`src/rtl/mem_access_unit_pkg.sv`:
```
// mem_access_unit_pkg: shared size encodings, FSM states and default geometry
package mem_access_unit_pkg;
  localparam int DEF_MEM_WORDS = 128;
  localparam int DEF_ADDR_W = 9;
  localparam logic [1:0] SZ_BYTE = 2'b00;
  localparam logic [1:0] SZ_HALF = 2'b01;
  localparam logic [1:0] SZ_WORD = 2'b10;
  typedef enum logic [1:0] {IDLE, READ, WRITE, RESP} state_t;
  function automatic logic misaligned(input logic [1:0] size, input logic [1:0] off);
    return (size == SZ_HALF && off[0]) || (size == SZ_WORD && off != 2'b00) || size == 2'b11;
  endfunction
endpackage

```
`src/rtl/mau_lane_align.sv`:
```
// mau_lane_align: store lane merge and load lane extract/extend
module mau_lane_align
  import mem_access_unit_pkg::*;
(
  input  logic [1:0]  size,
  input  logic [1:0]  off,
  input  logic        is_unsigned,
  input  logic [31:0] wdata,
  input  logic [31:0] rdata,
  output logic [31:0] merged,
  output logic [31:0] load_data
);
  logic [7:0] rbyte;
  logic [15:0] rhalf;
  // replace only the addressed lanes of the fetched word; pick and extend the addressed lanes on load
  always_comb begin
    merged = rdata;
    if (size == SZ_WORD) merged = wdata;
    else if (size == SZ_HALF && off[1]) merged[31:16] = wdata[15:0];
    else if (size == SZ_HALF) merged[15:0] = wdata[15:0];
    else merged[{off, 3'b000} +: 8] = wdata[7:0];
    rbyte = rdata[{off, 3'b000} +: 8];
    rhalf = off[1] ? rdata[31:16] : rdata[15:0];
    load_data = size == SZ_WORD ? rdata :
                size == SZ_HALF ? {{16{~is_unsigned & rhalf[15]}}, rhalf} :
                                  {{24{~is_unsigned & rbyte[7]}}, rbyte};
  end
endmodule

```
`src/rtl/mem_access_unit.sv`:
```
// mem_access_unit: load/store sequencer with sub-word read-modify-write
module mem_access_unit
  import mem_access_unit_pkg::*;
#(
  parameter int MEM_WORDS = DEF_MEM_WORDS,
  parameter int ADDR_W = DEF_ADDR_W
) (
  input  logic              clk,
  input  logic              rst_n,
  input  logic              req_valid,
  output logic              req_ready,
  input  logic              req_we,
  input  logic [1:0]        req_size,
  input  logic              req_unsigned,
  input  logic [31:0]       req_addr,
  input  logic [31:0]       req_wdata,
  output logic              resp_valid,
  output logic [31:0]       resp_rdata,
  output logic              resp_misalign,
  output logic              MemRead,
  output logic              MemWrite,
  output logic [ADDR_W-1:0] mem_addr,
  output logic [31:0]       mem_wdata,
  input  logic [31:0]       mem_rdata
);
  state_t state, next_state;
  logic [1:0] off_q, size_q;
  logic uns_q, we_q, accept, mis, unused_bits;
  logic [31:0] wdata_q, merged, load_data;
  assign req_ready = state == IDLE;
  assign accept = req_valid && req_ready;
  assign mis = misaligned(req_size, req_addr[1:0]);
  assign unused_bits = ^{req_addr[31:ADDR_W+2], 1'(MEM_WORDS)};
  mau_lane_align u_align (
    .size(size_q),
    .off(off_q),
    .is_unsigned(uns_q),
    .wdata(wdata_q),
    .rdata(mem_rdata),
    .merged(merged),
    .load_data(load_data)
  );
  // misaligned goes straight to RESP; word stores skip the read; sub-word stores read then write
  always_comb begin
    next_state = state;
    case (state)
      IDLE: if (req_valid) next_state = mis ? RESP : (req_we && req_size == SZ_WORD) ? WRITE : READ;
      READ: next_state = we_q ? WRITE : RESP;
      WRITE: next_state = RESP;
      default: next_state = IDLE;
    endcase
  end
  // state plus memory enables registered from next state so they are clean flop outputs
  always_ff @(posedge clk or negedge rst_n) begin
    if (!rst_n) begin
      state <= IDLE;
      MemRead <= 1'b0;
      MemWrite <= 1'b0;
    end else begin
      state <= next_state;
      MemRead <= next_state == READ;
      MemWrite <= next_state == WRITE;
    end
  end
  // latch the request at acceptance so later input changes are ignored
  always_ff @(posedge clk or negedge rst_n) begin
    if (!rst_n) begin
      off_q <= '0;
      size_q <= '0;
      uns_q <= 1'b0;
      we_q <= 1'b0;
      wdata_q <= '0;
    end else if (accept) begin
      off_q <= req_addr[1:0];
      size_q <= req_size;
      uns_q <= req_unsigned;
      we_q <= req_we;
      wdata_q <= req_wdata;
    end
  end
  // memory address/data held in flops so they stay stable across each enable cycle
  always_ff @(posedge clk or negedge rst_n) begin
    if (!rst_n) begin
      mem_addr <= '0;
      mem_wdata <= '0;
    end else begin
      if (accept) mem_addr <= req_addr[ADDR_W+1:2];
      if (accept && req_we && req_size == SZ_WORD) mem_wdata <= req_wdata;
      if (state == READ && we_q) mem_wdata <= merged;
    end
  end
  // one-cycle response pulse; data and misalign flag hold until the next response
  always_ff @(posedge clk or negedge rst_n) begin
    if (!rst_n) begin
      resp_valid <= 1'b0;
      resp_misalign <= 1'b0;
      resp_rdata <= '0;
    end else begin
      resp_valid <= next_state == RESP;
      if (next_state == RESP) begin
        resp_misalign <= state == IDLE;
        resp_rdata <= (state == READ && !we_q) ? load_data : '0;
      end
    end
  end
endmodule

```
`config.mk`:
```
export PLATFORM = sky130hd
export DESIGN_NAME = mem_access_unit
export DESIGN_NICKNAME = d
export VERILOG_FILES = /design/src/rtl/mem_access_unit_pkg.sv /design/src/rtl/mau_lane_align.sv /design/src/rtl/mem_access_unit.sv
export SDC_FILE = /design/constraint.sdc
export NUM_CORES = 1
export LEC_CHECK = 0
export ABC_AREA = 1
export CAP_MARGIN = 0
export CORE_MARGIN = 4
export CORE_UTILIZATION = 45
export DETAILED_ROUTE_END_ITERATION = 8
export PLACE_DENSITY_LB_ADDON = 0.15
export SLEW_MARGIN = 10
export SYNTH_ARGS = -nofsm -noshare
export SYNTH_HDL_FRONTEND = slang
export SYNTH_SLANG_ARGS = --single-unit
```
`constraint.sdc`:
```
create_clock -name clk -period 3.52 [get_ports clk]
set_input_delay 0.704 -clock clk [delete_from_list [all_inputs] [get_ports clk]]
set_output_delay 0.704 -clock clk [all_outputs]
set_load 0.02 [all_outputs]
```
### Yosys cells after proc, flatten, opt, wreduce, memory -nomap -nowiden

Index checks and enable logic that the tools add are counted.

* add/sub/neg operators: 1
* equality and inequality tests: 10
* shift-type cells: 3
* mux-type cells: 17
* bitwise operators: 3
* reductions and logical operators: 15

Operators by type and width (number)
* two-way mux 32 bit: 6
* two-way mux 16 bit: 5
* bitwise mux 32 bit: 1
* variable shift 8 x 7 -> 32 bit, first input constant: 1
* indexed part select 32 x 6 -> 8 bit: 1
* indexed part select 8 x 7 -> 32 bit: 1
* == test 2 bit, second input constant: 6
* logical AND 1 bit: 9
* == test 2 x 1 -> 1 bit, second input constant: 4
* negator 5 -> 7 bit: 1
* two-way mux 2 bit: 3
* case mux 2 bit (3 select lines): 1
* nonzero test 2 bit: 2
* bitwise AND 1 bit: 2
* logical NOT 2 bit: 1
* logical OR 1 bit: 2
* logical NOT 1 bit: 1
* two-way mux 1 bit: 1
* NOT 1 bit: 1

* bits in registers: 117
* input port bits: 103
* output and inout port bits: 78

### Longest topological paths before layout

* word-level depth: 8
* mapped depth: 15
* mapped depth without buffers: 13

### Modules after synthesis

Synthesis repeated with hierarchy kept, for this count alone.

* cell total of the unflattened synthesis: 1036
* area total of the unflattened synthesis: 7039.3 sq um

By module, submodules not included
* mem_access_unit: times used 1, cells each 621, area each 5165.0 sq um, sequential area each 2927.8 sq um
* mau_lane_align: times used 1, cells each 415, area each 1874.3 sq um, sequential area each 0.0 sq um

### Worst setup path before layout

OpenSTA, ideal clock, no wires.

* path kind: register -> register
* start: register off_q[1]
* end: register mem_wdata[3]
* data arrival time: 1.679 ns
* slack: 1.722 ns
* cell stages (with the launch flop): 12
* buffers on the path: 3
* clock period less this slack: 1.798 ns
* cell sequence: dfrtp_1 > buf_6 > inv_2 > buf_2 > ha_1 > inv_1 > nand2_1 > a21oi_4 > buf_6 > or2_1 > nand3_1 > nand2_1

* word-level cells in the longest chain between the ends: 7

RTL lines
* start: declaration: RTL line mem_access_unit.sv:27 `logic [1:0] off_q, size_q;`
* start signal: assignment: RTL line mem_access_unit.sv:74 `off_q <= req_addr[1:0];`
* negator 5 -> 7 bit: RTL line mau_lane_align.sv:21 `else merged[{off, 3'b000} +: 8] = wdata[7:0];`
* indexed part select 8 x 7 -> 32 bit / variable shift 8 x 7 -> 32 bit (equally long branches): RTL line mau_lane_align.sv:21
* bitwise mux 32 bit: RTL line mau_lane_align.sv:21
* two-way mux 16 bit: RTL line mau_lane_align.sv:20 `else if (size == SZ_HALF) merged[15:0] = wdata[15:0];`
* two-way mux 16 bit *: RTL line mau_lane_align.sv:19 `else if (size == SZ_HALF && off[1]) merged[31:16] = wdata[15:0];`
* two-way mux 32 bit *: RTL line mau_lane_align.sv:18 `if (size == SZ_WORD) merged = wdata;`
* two-way mux 32 bit *: RTL line mem_access_unit.sv:89 `if (state == READ && we_q) mem_wdata <= merged;`
* end signal: assignment: RTL line mem_access_unit.sv:88 `if (accept && req_we && req_size == SZ_WORD) mem_wdata <= req_wdata;`
* end signal: assignment: RTL line mem_access_unit.sv:89
* end: declaration: RTL line mem_access_unit.sv:23 `output logic [31:0] mem_wdata,`

Every way passes the cells marked *; elsewhere a longest branch is shown, timed or not.
A chain may end at the register's enable or synchronous reset.

### Worst setup path after layout

* start: register state[0]
* end: output port req_ready

* word-level cells in the longest chain between the ends: 1

RTL lines
* start: declaration: RTL line mem_access_unit.sv:26 `state_t state, next_state;`
* start signal: assignment: RTL line mem_access_unit.sv:60 `state <= next_state;`
* logical NOT 2 bit: RTL line mem_access_unit.sv:30 `assign req_ready = state == IDLE;`
* end: declaration: RTL line mem_access_unit.sv:11 `output logic req_ready,`

Every way passes these cells.

==> reports/results.ini <==
[setup_path]
reg2reg_depth = 7
end_kind = primary output
path_depth = 3
crit_buf_inv = 2
r2r_end = mem_wdata[3]$_DFFE_PN0P_
path_cells = inv_1 -> ha_1 -> clkdlybuf4s50_1
crit_required_ps = 2820
crit_end = req_ready
arrival_ps = 1790
startpoint = state[0]$_DFF_PN0_
crit_family = buffers and inverters
slowest_delay_ps = 630
crit_fanout = 3
startpoint_type = register
rrSetupSlack_ps = 1200
r2r-start = off_q[0]$_DFFE_PN0P_
crit_slowest_cell = clkdlybuf4s50_1
path_class = register to primary output

[place]
dpl.hpwl_mm = 14.33
dpl.cell_count = 1230
dpl_worst_slack_ps = 928.5
portBuffers = 159
gp_congestion = 0.9253

[floorplan]
core_region_area_um2 = 14530
die_h_um = 129.6
core.rowCount = 44
die-area_um2 = 16800
die_width_um = 129.6
ios = 181
start_util = 0.4580

[final_layout]
areaGrowthSynthToFinish_pct = 33.36
diodes = 0
fin_nets = 1177
drive_gt1_frac = 0.07169
final-instance-count-excl-fill = 1258
utilization = 0.6108
nFillCells = 1401

[timing]
report.final.hold_viol_count = 0
finalWorstSetupSlack_ps = 1027
rsz0062_at_grt = no
slew_violations = 0
finalSetupViolations = 0
period_minus_slack_ps = 2493
skew_ps = 7.363
relSlewSlack = 0.4778
timing.final.crit_share = 0.7082
fin_tns_setup_ps = 0
worst_pin_slew_ps = 783.3
hold_slack_ps = 378.6
fmax_mhz = 401.1

[logic_synthesis]
synthCells = 926
ys_warn_count = 0
ys_ff_latch = 117
yosysSeqAreaShare = 0.4398
syn_nets = 1038
avgSynthCellArea_um2 = 7.188
yosysUniqueCellTypes = 34
synth_area_um2 = 6656

[power]
max-vdd-ir-drop_mv = 0.4443
leakage_nw = 4.369
power_density_nw_per_um2 = 895.6

[cts]
cts_buffers = 17
cts_tree = yes
clk_latency_ps = 420
cts_setup_buffers = 0
clock_tree.root_cell = clkbuf_16
cts_hold_buf = 0
cts.sinks = 117
htree_levels = 4
clock_path_buffers = 2
post_cts_resized = 0
clk_pin_slew_worst_paths_ps = 50

[global_routing]
grt_use_total = 0.2428
grt_pass1_wl_mm = 31.59
grt_max_degree = 67
antenna_found_initial = 0
overflow = 0
grt_pass1_vias = 6042

[flow_run]
maxCapViolations = 0

[routing]
ant_nets = 0
drcViolationCount = 0
drt-vias-per-instance = 5.323
routed_wl_mm = 20.57
vias = 6696
first_pass_iters = 7
wire_per_inst_um = 16.35
first_iter_violations = 667

[hold_path]
min_path_type = input pin to asynchronous set/reset pin

[outcome]
outcome = finished, final reports clean

metal layers:
layer	GRT usage	part of all wire	up-vias
li1	-	-	3261
met2	0.3558	0.44	262
met4	0.07641	0.021	0
met3	0.05070	0.082	32
met5	0	0	-
met1	0.3607	0.46	3141
cell usage after synthesis:
master | number | share of area
a21oi_1 | 49 | 0.037
a21oi_4 | 1 | 0.0024
a22oi_1 | 3 | 0.0034
a31oi_1 | 2 | 0.0019
a41oi_1 | 1 | 0.0013
buf_1 | 3 | 0.0017
buf_2 | 18 | 0.014
buf_4 | 2 | 0.0023
buf_6 | 6 | 0.010
clkbuf_1 | 20 | 0.011
clkbuf_2 | 2 | 0.0015
dfrtp_1 | 117 | 0.44
ha_1 | 9 | 0.017
inv_1 | 96 | 0.054
inv_2 | 9 | 0.0051
inv_4 | 1 | 0.00094
nand2_1 | 322 | 0.18
nand2_2 | 4 | 0.0038
nand2_4 | 2 | 0.0034
nand3_1 | 34 | 0.026
nand3_2 | 2 | 0.0030
nand4_1 | 25 | 0.023
nand4_4 | 1 | 0.0032
nor2_1 | 24 | 0.014
nor2_2 | 4 | 0.0038
nor2_4 | 1 | 0.0017
o211ai_1 | 2 | 0.0023
o21ai_0 | 104 | 0.078
o21ai_1 | 34 | 0.026
o21ai_2 | 1 | 0.0013
o22ai_1 | 7 | 0.0066
o31ai_1 | 6 | 0.0068
or2_1 | 2 | 0.0019
or2_2 | 12 | 0.011
kinds of logic after synthesis:
kind of cell / count (synthesis) / share of synthesized area
AND/OR/NAND/NOR: 433 / 0.2761
AO/OA/AOI/OAI: 210 / 0.1665
buffers and inverters: 157 / 0.1006
flip-flops: 117 / 0.4398
adder cells (fa/ha/maj): 9 / 0.01692
where the power goes:
group / switching (mW) / total (mW) / internal (mW)
logic: 2.52 / 3.98 / 1.46
clock network: 0.578 / 1.73 / 1.15
registers: 0.354 / 2.24 / 1.88
total: 3.45 / 7.95 / 4.50
layout by cell type, fill, tap and decap left out, types with 3 or more instances in the layout:
master	count
nand2_1	321
clkdlybuf4s50_1	158
dfrtp_1	117
o21ai_0	104
inv_1	96
a21oi_1	49
nand3_1	34
o21ai_1	34
nand4_1	25
nor2_1	24
clkbuf_16	17
buf_4	13
or2_2	12
inv_2	9
ha_1	9
o22ai_1	7
o31ai_1	6
nand2_2	5
nor2_2	4
a22oi_1	3
clkbuf_8	3
clkbuf_1	3
bufinv_16	3
registers in the layout (all words and copies together), names as in the netlist:
signal / flops
mem_addr: 9
wdata_q: 32
resp_misalign: 1
MemWrite: 1
we_q: 1
resp_valid: 1
MemRead: 1
uns_q: 1
mem_wdata: 32
resp_rdata: 32
state: 2
size_q: 2
off_q: 2
cell type report:
type	count	area, µm²	share of cell area
tap	184	230.2	0.02593
multi-input combinational	652	3062	0.3449
timing repair buffer	171	1679	0.1891
inverter	106	400.4	0.04510
sequential	117	2928	0.3298
clock inverter	5	100.1	0.01128
clock buffer	23	478.0	0.05384
worst min-delay path by stage:
stage	cells after the start	end	startpoint	slack (ps)
after global routing	1	resp_rdata[29]$_DFFE_PN0N_	rst_n	430
after CTS	1	resp_rdata[29]$_DFFE_PN0N_	rst_n	390
after detailed placement	2	wdata_q[26]$_DFFE_PN0P_	wdata_q[26]$_DFFE_PN0P_	460
after global placement	2	wdata_q[30]$_DFFE_PN0P_	wdata_q[30]$_DFFE_PN0P_	460
final	1	resp_rdata[29]$_DFFE_PN0N_	rst_n	380
after floorplan	0	MemRead$_DFF_PN0_	rst_n	410
through the flow:
step                      total power [mW]  area [µm²]
after detailed placement             6.201        8299
after floorplan                      4.904        6656
final                                7.951        8877
after CTS                            7.969        8877
after global placement               6.155        8299
after global routing                 8.513        8877
Power figures use the tool's default switching activity.
